**src/rtl/adaptive_step_controller_pkg.sv**
```systemverilog
// Shared types and default step limits for the adaptive step controller.
package ode_pkg;

    typedef enum logic [2:0] {
        IDLE,
        ISSUE,
        ACCUM,
        DECIDE,
        DONE
    } state_t;

    localparam logic [15:0] STEP_MIN_DEFAULT = 16'h0004;
    localparam logic [15:0] STEP_MAX_DEFAULT = 16'h4000;

endpackage

```
**src/rtl/adaptive_step_controller_if.sv**
```systemverilog
// Sequencer and state-RAM signals of the adaptive step controller in one bundle.
interface adaptive_step_controller_if #(
    parameter int WORD_SIZE     = 16,
    parameter int ADDRESS_WIDTH = 4
);
    logic                     init;
    logic                     start;
    logic                     read_step;
    logic [WORD_SIZE-1:0]     step_in;
    logic [WORD_SIZE-1:0]     tol_in;
    logic [ADDRESS_WIDTH-1:0] x0_address;
    logic [ADDRESS_WIDTH-1:0] x1_address;
    logic                     done;
    logic                     proceed;
    logic                     error;
    logic [ADDRESS_WIDTH-1:0] memory_address1;
    logic [ADDRESS_WIDTH-1:0] memory_address2;
    logic [WORD_SIZE-1:0]     memory_data1;
    logic [WORD_SIZE-1:0]     memory_data2;
    logic [WORD_SIZE-1:0]     step_out;

    // The master side is the sequencer together with the state RAM.
    modport master (
        output init, start, read_step, step_in, tol_in, x0_address, x1_address,
        output memory_data1, memory_data2,
        input  done, proceed, error, memory_address1, memory_address2, step_out
    );

    modport slave (
        input  init, start, read_step, step_in, tol_in, x0_address, x1_address,
        input  memory_data1, memory_data2,
        output done, proceed, error, memory_address1, memory_address2, step_out
    );
endinterface

```
**src/rtl/adaptive_step_controller_abs_diff_max.sv**
```systemverilog
// Streaming accumulator of max |x1 - x0|; the difference is kept one bit wider
// than the operands so the magnitude never wraps.
module abs_diff_max #(
    parameter int WORD_SIZE = 16
) (
    input  logic                 clk,
    input  logic                 rst,
    input  logic                 i_clear,
    input  logic                 i_en,
    input  logic [WORD_SIZE-1:0] i_x0,
    input  logic [WORD_SIZE-1:0] i_x1,
    output logic [WORD_SIZE:0]   o_max
);
    logic [WORD_SIZE:0] w_diff;
    logic [WORD_SIZE:0] w_abs;
    logic [WORD_SIZE:0] r_max;

    assign w_diff = {i_x1[WORD_SIZE-1], i_x1} - {i_x0[WORD_SIZE-1], i_x0};

    // NOTE: w_abs gets a default before the conditional so no latch is inferred.
    always_comb begin
        w_abs = w_diff;
        if (w_diff[WORD_SIZE]) w_abs = '0 - w_diff;
    end

    // NOTE: sequential state uses non-blocking assignments only, so every
    // register samples the values from before the clock edge.
    always_ff @(posedge clk or posedge rst) begin
        if (rst)                           r_max <= '0;
        else if (i_clear)                  r_max <= '0;
        else if (i_en && (w_abs > r_max))  r_max <= w_abs;
    end

    assign o_max = r_max;
endmodule

```
**src/rtl/adaptive_step_controller.sv**
```systemverilog
// Local-error step controller: streams N_VARS state pairs from the RAM, takes the
// max-abs difference and halves, keeps or doubles the step.
module adaptive_step_controller
    import ode_pkg::*;
#(
    parameter int                   WORD_SIZE     = 16,
    parameter int                   ADDRESS_WIDTH = 4,
    parameter int                   N_VARS        = 4,
    parameter logic [WORD_SIZE-1:0] STEP_MIN      = WORD_SIZE'(STEP_MIN_DEFAULT),
    parameter logic [WORD_SIZE-1:0] STEP_MAX      = WORD_SIZE'(STEP_MAX_DEFAULT)
) (
    input logic                       clk,
    input logic                       rst,
    adaptive_step_controller_if.slave bus
);
    localparam int CW = $clog2(N_VARS + 2);

    state_t                   r_state;
    logic [CW-1:0]            r_idx;
    logic [ADDRESS_WIDTH-1:0] r_addr1;
    logic [ADDRESS_WIDTH-1:0] r_addr2;
    logic [WORD_SIZE-1:0]     r_step;
    logic [WORD_SIZE-1:0]     r_tol;
    logic                     r_done;
    logic                     r_proceed;
    logic                     r_error;

    logic                     w_start_go;
    logic                     w_acc_en;
    logic [WORD_SIZE:0]       w_max;
    logic [WORD_SIZE:0]       w_tol_ext;
    logic [WORD_SIZE:0]       w_step_dbl;
    logic [WORD_SIZE-1:0]     w_step_half;

    assign w_start_go  = (r_state == IDLE) && bus.start && !bus.init;
    // r_idx counts cycles since start; data for index r_idx-1 is on the RAM bus.
    assign w_acc_en    = ((r_state == ISSUE) || (r_state == ACCUM)) && (r_idx != '0);
    assign w_tol_ext   = {1'b0, r_tol};
    assign w_step_dbl  = {r_step, 1'b0};
    assign w_step_half = r_step >> 1;

    abs_diff_max #(
        .WORD_SIZE(WORD_SIZE)
    ) u_abs_diff_max (
        .clk    (clk),
        .rst    (rst),
        .i_clear(w_start_go),
        .i_en   (w_acc_en),
        .i_x0   (bus.memory_data1),
        .i_x1   (bus.memory_data2),
        .o_max  (w_max)
    );

    always_ff @(posedge clk or posedge rst) begin
        if (rst) begin
            r_state   <= IDLE;
            r_idx     <= '0;
            r_addr1   <= '0;
            r_addr2   <= '0;
            r_step    <= '0;
            r_tol     <= '0;
            r_done    <= 1'b0;
            r_proceed <= 1'b0;
            r_error   <= 1'b0;
        end else if (bus.init) begin
            r_state   <= IDLE;
            r_step    <= bus.step_in;
            r_done    <= 1'b0;
            r_proceed <= 1'b0;
            r_error   <= 1'b0;
        end else begin
            r_done <= 1'b0;
            case (r_state)
                IDLE: begin
                    if (bus.start) begin
                        r_state   <= (N_VARS == 1) ? ACCUM : ISSUE;
                        r_idx     <= '0;
                        r_addr1   <= bus.x0_address;
                        r_addr2   <= bus.x1_address;
                        r_tol     <= bus.tol_in;
                        r_proceed <= 1'b0;
                        r_error   <= 1'b0;
                    end
                end
                ISSUE: begin
                    r_idx   <= r_idx + 1'b1;
                    r_addr1 <= r_addr1 + 1'b1;
                    r_addr2 <= r_addr2 + 1'b1;
                    if (r_idx == CW'(N_VARS - 2)) r_state <= ACCUM;
                end
                ACCUM: begin
                    r_idx <= r_idx + 1'b1;
                    if (r_idx == CW'(N_VARS)) r_state <= DECIDE;
                end
                DECIDE: begin
                    r_state <= DONE;
                    r_done  <= 1'b1;
                    if (w_max > w_tol_ext) begin
                        r_proceed <= 1'b0;
                        if (w_step_half < STEP_MIN) begin
                            r_error <= 1'b1;
                        end else begin
                            r_error <= 1'b0;
                            r_step  <= w_step_half;
                        end
                    end else begin
                        r_proceed <= 1'b1;
                        r_error   <= 1'b0;
                        // Doubling is evaluated one bit wide so saturation sees the true value.
                        if (w_max < (w_tol_ext >> 2)) begin
                            r_step <= (w_step_dbl > {1'b0, STEP_MAX}) ? STEP_MAX
                                                                      : w_step_dbl[WORD_SIZE-1:0];
                        end
                    end
                end
                DONE:    r_state <= IDLE;
                default: r_state <= IDLE;
            endcase
        end
    end

    assign bus.done            = r_done;
    assign bus.proceed         = r_proceed;
    assign bus.error           = r_error;
    assign bus.memory_address1 = r_addr1;
    assign bus.memory_address2 = r_addr2;
    assign bus.step_out        = bus.read_step ? r_step : '0;
endmodule
```
**src/flat_wrapper.sv**
```systemverilog
// flat-port wrapper written by rule: the top's interface ports become plain ports
module adaptive_step_controller_flat import ode_pkg::*;
#(
    parameter int                   WORD_SIZE     = 16,
    parameter int                   ADDRESS_WIDTH = 4,
    parameter int                   N_VARS        = 4,
    parameter logic [WORD_SIZE-1:0] STEP_MIN      = WORD_SIZE'(STEP_MIN_DEFAULT),
    parameter logic [WORD_SIZE-1:0] STEP_MAX      = WORD_SIZE'(STEP_MAX_DEFAULT)
)
  (clk, rst, bus_init, bus_start, bus_read_step, bus_step_in, bus_tol_in, bus_x0_address, bus_x1_address, bus_memory_data1, bus_memory_data2, bus_done, bus_proceed, bus_error, bus_memory_address1, bus_memory_address2, bus_step_out);
  adaptive_step_controller_if #(.WORD_SIZE(WORD_SIZE), .ADDRESS_WIDTH(ADDRESS_WIDTH)) bus_i ();
  input logic clk;
  input logic rst;
  input wire logic [$bits(bus_i.init)-1:0] bus_init;
  input wire logic [$bits(bus_i.start)-1:0] bus_start;
  input wire logic [$bits(bus_i.read_step)-1:0] bus_read_step;
  input wire logic [$bits(bus_i.step_in)-1:0] bus_step_in;
  input wire logic [$bits(bus_i.tol_in)-1:0] bus_tol_in;
  input wire logic [$bits(bus_i.x0_address)-1:0] bus_x0_address;
  input wire logic [$bits(bus_i.x1_address)-1:0] bus_x1_address;
  input wire logic [$bits(bus_i.memory_data1)-1:0] bus_memory_data1;
  input wire logic [$bits(bus_i.memory_data2)-1:0] bus_memory_data2;
  output wire logic [$bits(bus_i.done)-1:0] bus_done;
  output wire logic [$bits(bus_i.proceed)-1:0] bus_proceed;
  output wire logic [$bits(bus_i.error)-1:0] bus_error;
  output wire logic [$bits(bus_i.memory_address1)-1:0] bus_memory_address1;
  output wire logic [$bits(bus_i.memory_address2)-1:0] bus_memory_address2;
  output wire logic [$bits(bus_i.step_out)-1:0] bus_step_out;
  assign bus_i.init = bus_init;
  assign bus_i.start = bus_start;
  assign bus_i.read_step = bus_read_step;
  assign bus_i.step_in = bus_step_in;
  assign bus_i.tol_in = bus_tol_in;
  assign bus_i.x0_address = bus_x0_address;
  assign bus_i.x1_address = bus_x1_address;
  assign bus_i.memory_data1 = bus_memory_data1;
  assign bus_i.memory_data2 = bus_memory_data2;
  assign bus_done = bus_i.done;
  assign bus_proceed = bus_i.proceed;
  assign bus_error = bus_i.error;
  assign bus_memory_address1 = bus_i.memory_address1;
  assign bus_memory_address2 = bus_i.memory_address2;
  assign bus_step_out = bus_i.step_out;
  adaptive_step_controller #(.WORD_SIZE(WORD_SIZE), .ADDRESS_WIDTH(ADDRESS_WIDTH), .N_VARS(N_VARS), .STEP_MIN(STEP_MIN), .STEP_MAX(STEP_MAX)) u_core (.clk(clk), .rst(rst), .bus(bus_i));
endmodule
```
**config.mk**
```make
export PLATFORM = sky130hd
export DESIGN_NAME = adaptive_step_controller_flat
export DESIGN_NICKNAME = d
export VERILOG_FILES = /design/src/rtl/adaptive_step_controller_pkg.sv /design/src/rtl/adaptive_step_controller_if.sv /design/src/rtl/adaptive_step_controller_abs_diff_max.sv /design/src/rtl/adaptive_step_controller.sv /design/src/flat_wrapper.sv
export SDC_FILE = /design/constraint.sdc
export NUM_CORES = 1
export LEC_CHECK = 0
export BUFFER_PORTS_ARGS = -buffer_cell sky130_fd_sc_hd__buf_2
export CORE_ASPECT_RATIO = 1.1
export CORE_UTILIZATION = 52
export CTS_CLUSTER_SIZE = 14
export DETAILED_ROUTE_END_ITERATION = 8
export GPL_ROUTABILITY_DRIVEN = 0
export PLACE_DENSITY_LB_ADDON = 0.1
export SYNTH_ARGS = -nofsm -noshare
export SYNTH_HDL_FRONTEND = slang
export SYNTH_SLANG_ARGS = --single-unit
```
**constraint.sdc**
```tcl
create_clock -name clk -period 2.8 [get_ports clk]
set_input_delay 0.42 -clock clk [delete_from_list [all_inputs] [get_ports clk]]
set_output_delay 0.42 -clock clk [all_outputs]
set_load 0.005 [all_outputs]
```
* Word level (Yosys, flattened, before mapping)
Index checks and enable logic that the tools add are counted.
** Cells by class
- $add $sub $neg :: 5
- Multipliers :: 0
- Divide/modulo/power cells :: 0
- Magnitude comparators :: 5
- Equal/unequal tests :: 10
- Shifts and indexed selects :: 0
- Mux-type cells :: 31
- Bitwise operators :: 1
- Reductions and logical operators :: 21
** Operators with widths (number)
- $mux 16 :: 7
- $mux 17 :: 3
- $gt 17x15->1 const B :: 1
- $gt 17x16->1 :: 1
- $gt 17x17->1 :: 1
- $lt 17x14->1 :: 1
- $sub 1x17->17 const A :: 1
- $sub 16x16->17 :: 1
- $pmux 4 s2 :: 2
- $lt 15x3->1 const B :: 1
- $mux 3 :: 5
- $reduce_and 3->1 :: 5
- $ne 3x3->1 const B :: 4
- $pmux 3 s4 :: 1
- $eq 3x2->1 const B :: 3
- $reduce_bool 3->1 :: 3
- $add 4x1->4 const B :: 2
- $mux 1 :: 8
- $mux 4 :: 2
- $reduce_bool 2->1 :: 4
- $pmux 3 s2 :: 1
- $logic_and 1x1->1 :: 4
- $pmux 1 s2 :: 2
- $add 3x1->3 const B :: 1
- other kinds (9) :: 9
** Word-level totals
- Flip-flop bits (word level) :: 66
- Latch bits :: 0
- Bits in writable memories :: 0
- Bits in read-only memories :: 0
- Input bits :: 77
- Output and inout port bits :: 27
- Logic and storage cells :: 83
- Memories kept :: 0

* Depth between registers and ports, before layout
- Word-level depth :: 7
- Gate-level depth with buffers :: 20

* Cells and area by module
Synthesis repeated with hierarchy kept, for this count alone.
** Unflattened totals
- Cells, all modules :: 696
- Area, all modules :: 5809.3 um^2
** Modules (own cells, without submodules)
- adaptive_step_controller :: instances 1, cells each 386, area each 3412.0 um^2, seq. area each 1226.2 um^2
- abs_diff_max :: instances 1, cells each 310, area each 2397.3 um^2, seq. area each 425.4 um^2

* Worst setup path after synthesis
Ideal clock, no wire load.
- Path kind :: input to register
- From :: in bus_memory_data2[0]
- To :: reg u_core.u_abs_diff_max.r_max[1] (netlist: u_core.u_abs_diff_max.o_max[1])
- Arrival :: 4.691 ns
- Data required time :: 2.675 ns
- Slack :: -2.015 ns
- Cell stages on the path :: 20
- Path buffers :: 2
- Cells stage by stage :: inv_1 -> ha_1 -> fa_1 -> nand2b_1 -> a211o_1 -> a31oi_1 -> o21ai_0 -> a21oi_1 -> buf_2 -> mux2i_1 -> ha_1 -> nor2b_1 -> o21a_1 -> o21ai_0 -> a211o_1 -> nand3_1 -> a221oi_1 -> nor4b_2 -> buf_2 -> mux2_2
** Between the ends
- Cells in the longest elaborated chain, start to end :: 6
- Elaborated cells on any way between the ends :: 8
- Those cells by class :: add/sub (2); order compare (1); mux (3); reduce/logical (2)
** RTL lines
- from (decl) :: line flat_wrapper.sv:22 : input wire logic [$bits(bus_i.memory_data2)-1:0] bus_memory_data2;
- $sub 16x16->17 (*) :: line adaptive_step_controller_abs_diff_max.sv:18 : assign w_diff = {i_x1[WORD_SIZE-1], i_x1} - {i_x0[WORD_SIZE-1], i_x0};
- $sub 1x17->17 :: line adaptive_step_controller_abs_diff_max.sv:23 : if (w_diff[WORD_SIZE]) w_abs = '0 - w_diff;
- $mux 17 (*) :: line adaptive_step_controller_abs_diff_max.sv:23
- $gt 17x17->1 :: line adaptive_step_controller_abs_diff_max.sv:31 : else if (i_en && (w_abs > r_max)) r_max <= w_abs;
- $logic_and 1x1->1 :: line adaptive_step_controller_abs_diff_max.sv:31
- $reduce_bool 2->1 (no source line)
- to (signal assigned) :: line adaptive_step_controller_abs_diff_max.sv:31
- to (decl) :: line adaptive_step_controller_abs_diff_max.sv:16 : logic [WORD_SIZE:0] r_max;
Mark *: on every way between the ends. The rest lies on a longest branch, timed or not. The select of a mux whose other input is x is not followed.
A chain may end at the register's enable or synchronous reset.

* Worst setup path after layout
- From :: in bus_memory_data2[0]
- To :: reg u_core.u_abs_diff_max.r_max[8] (netlist: u_core.u_abs_diff_max.o_max[8])
The elaborated chain is that of the path after synthesis.

==> reports/summary.txt <==
Status: finished with violations
Failing checks: negative setup slack
Syn nets: 814
Yosys cell types: 64
Starting Density: 0.5398
Die W: 101.5 um
Leakage: 3.879 nW
Largest net degree at the start of global routing: 49
Worst slew pin tran: 0.9965 ns
Slew Limit Fails: 0
CP arrival: 4.39 ns
Drt first pass iters: 6
Vias: 5503
CP top delay family: compound AO/OA/AOI/OAI gates
Slowest stage delay, CP: 0.38 ns
Antenna Violating Nets Remaining: 0
Fin. Hold Viols: 0
Syn Inst Count: 668
Number of flops mapped to enable cells by yosys: 0
Reg2Reg Depth: 9
Row cnt: 39
Crit Reg-Reg Startpoint: u_core.u_abs_diff_max.o_max[14]
Initial antenna violation count: 0
Num CTS Buffers: 9
Max-cap violations: 0
Worst rel slew slack: 0.3312
Synth top area cells: dfrtp_1 29%, ha_1 15%, inv_1 5.1%
Grt met3 use: 0.03327
CTS tree: done
First-pass GRT wire length: 23540 um
Die extent in y: 111.5 um
Initial drt markers: 276
GRT busiest layer: met2
Max stage delay cell, worst path: nor4b_4
Layout cell share with drive strength beyond 1: 0.3135
RSZ-0062 raised after global routing: yes
Type of the worst min-delay path: input pin to async pin
Fin Hold WS: 0.1777 ns
Warnings from Yosys: 0
Final-report setup violation count: 17
Area Growth Syn to Fin: 34.29%
Vias per inst: 5.498
I/O pin total: 104
Met2 Track Usage GR: 0.4824
Peak supply drop: 0.3747 mV
Post-Route WL: 14300 um
Pwr per Cell Area: 705.7 mW/mm2
DRC Markers: 0
Crit-path cells: buf_8 > inv_12 > ha_4 > fa_2 > nand2b_4 > a211o_4 > a31oi_4 > o21ai_2 > a21oi_2 > buf_4 > clkbuf_16 > a21oi_2 > xnor2_2 > ha_1 > nand4_1 > a211o_1 > nand3_2 > a221oi_4 > nor4b_4 > buf_6 > mux2_2
Period utilisation layout: 1.492
Most common cell after layout, fill and taps aside: buf_2
Routed WL per cell: 14.28 um
Final Skew: 0.005280 ns
Cell area after synthesis: 0.005663 mm2
All-layer global routing usage: 0.2575
Clk slew on worst S/H paths: 0.05 ns
Worst R2R End: u_core.r_step[4]
PortBufs: 103
Fin nets: 1000
HPWL after detailed placement: 10950 um
Die outline area: 0.01131 mm2
Critical Path Sink Type: register
Fillcell total: 825
Flop2flop setup slack: 0.15 ns
WP buf/inv: 5
Global route total overflow: 0
Cell mode on critical path: a21oi_2
Clk_lat worst skew: 0.33 ns
Ys flop type: dfrtp_1
FMAX: 0.2393 GHz
Antenna diode count: 0
CP max FO: 5
Final core utilization: 0.7249
Met1 Use GR: 0.2903
Yosys top cell by area: dfrtp_1
Clock tree buffer depth: 2
Vias in the first global route: 5451
Seq/Total Area, Yosys: 0.2916
Most frequent cells in the layout: 101 x buf_2, 93 x buf_4, 75 x inv_1
Yosys top cell area share: 0.2916
Clock tree sinks: 66
Synthesized flop and latch total: 66
H-tree depth: 3
Synthesized area per cell: 8.477 um2
Final WS setup: -1.379 ns
CP Launch Type: input pin
Post-layout min period: 4.179 ns
Crit Path Class: input pin to register
Critical Path RT: 3.01 ns
Clk root buf: clkbuf_16
Asr flop ratio synth: 1.000
Core Region: 0.01049 mm2
-- cells by family after synthesis --
kind of cell    count (synthesis)  share of synthesized area
xor+xnor                       25                    0.03999
simple gates                  210                     0.1814
flops                          66                     0.2916
compound gates                160                     0.1969
buf+inv                       103                    0.07070
mux                            35                    0.06562
fa+ha+maj                      69                     0.1538
-- per-layer routing --
layer / vias to the layer above / share of wire
li1: 2751 / -
met1: 2572 / 0.42
met2: 153 / 0.52
met3: 27 / 0.037
met4: 0 / 0.023
met5: - / 0
-- cell type report --
class | instances | area, um2 | share of cell area
Tap cell | 143 | 178.9 | 0.02353
Sequential cell | 66 | 1652 | 0.2172
Clock buffer | 13 | 270.3 | 0.03554
Multi-Input combinational cell | 499 | 3850 | 0.5063
Inverter | 77 | 301.5 | 0.03965
Clock inverter | 2 | 35.03 | 0.004607
Timing Repair Buffer | 201 | 1318 | 0.1732
-- power by group --
group,total (mW),switching [mW],internal [mW]
sequential,1.46,0.237,1.22
clock,1.15,0.399,0.755
combinational,2.75,1.38,1.37
-- sequential cells by signal, summed over array words and instances, names as in the netlist --
signal,count
u_core.bus.done,1
u_core.bus.error,1
u_core.bus.memory_address1,4
u_core.bus.memory_address2,4
u_core.bus.proceed,1
u_core.r_idx,3
u_core.r_state,3
u_core.r_step,16
u_core.r_tol,16
u_core.u_abs_diff_max.o_max,17
-- how the worst max path moves through the flow --
stage	startpoint	endpoint	cells after the start
floorplan	bus_memory_data2[0]	u_core.u_abs_diff_max.o_max[1]	20
global placement	bus_memory_data2[0]	u_core.u_abs_diff_max.o_max[2]	21
detailed placement	bus_memory_data2[0]	u_core.u_abs_diff_max.o_max[5]	21
CTS	bus_memory_data2[0]	u_core.u_abs_diff_max.o_max[15]	21
global route	bus_memory_data2[0]	u_core.u_abs_diff_max.o_max[12]	20
finish	bus_memory_data2[0]	u_core.u_abs_diff_max.o_max[8]	21
-- synthesized netlist by cell type, types with 13 or more instances --
library cell / count
dfrtp_1: 66
a21oi_1: 35
and2_1: 22
nand2_1: 53
xnor2_1: 13
a222oi_1: 13
clkbuf_1: 17
nor3_1: 13
inv_1: 77
ha_1: 68
a21o_1: 21
mux2_2: 16
o21ai_0: 39
nor2_1: 62
mux2i_1: 18
-- timing repair --
item                       4_1_cts  5_1_grt
setup endpoints to repair       25       30
hold endpoints to repair         0        0
hold buffers                     0        0
pin swaps                       14       24
gates resized for setup         13       30
cloned                           1        1
setup buffers                    4        5
-- metrics by stage --
stage / setup TNS [ns] / area, um2 / cells / total power, mW / setup slack, ns
after floorplan: -25.29 / 5747 / 668 / 3.099 / -1.580
after global placement: -27.80 / 7000 / 975 / 3.806 / -1.680
after detailed placement: -29.21 / 7000 / 975 / 3.952 / -1.756
after CTS: -21.96 / 7422 / 995 / 5.218 / -1.321
after global routing: -25.58 / 7605 / 1001 / 5.780 / -1.524
final: -22.94 / 7605 / 1001 / 5.366 / -1.379
Power figures use the tool's default switching activity.
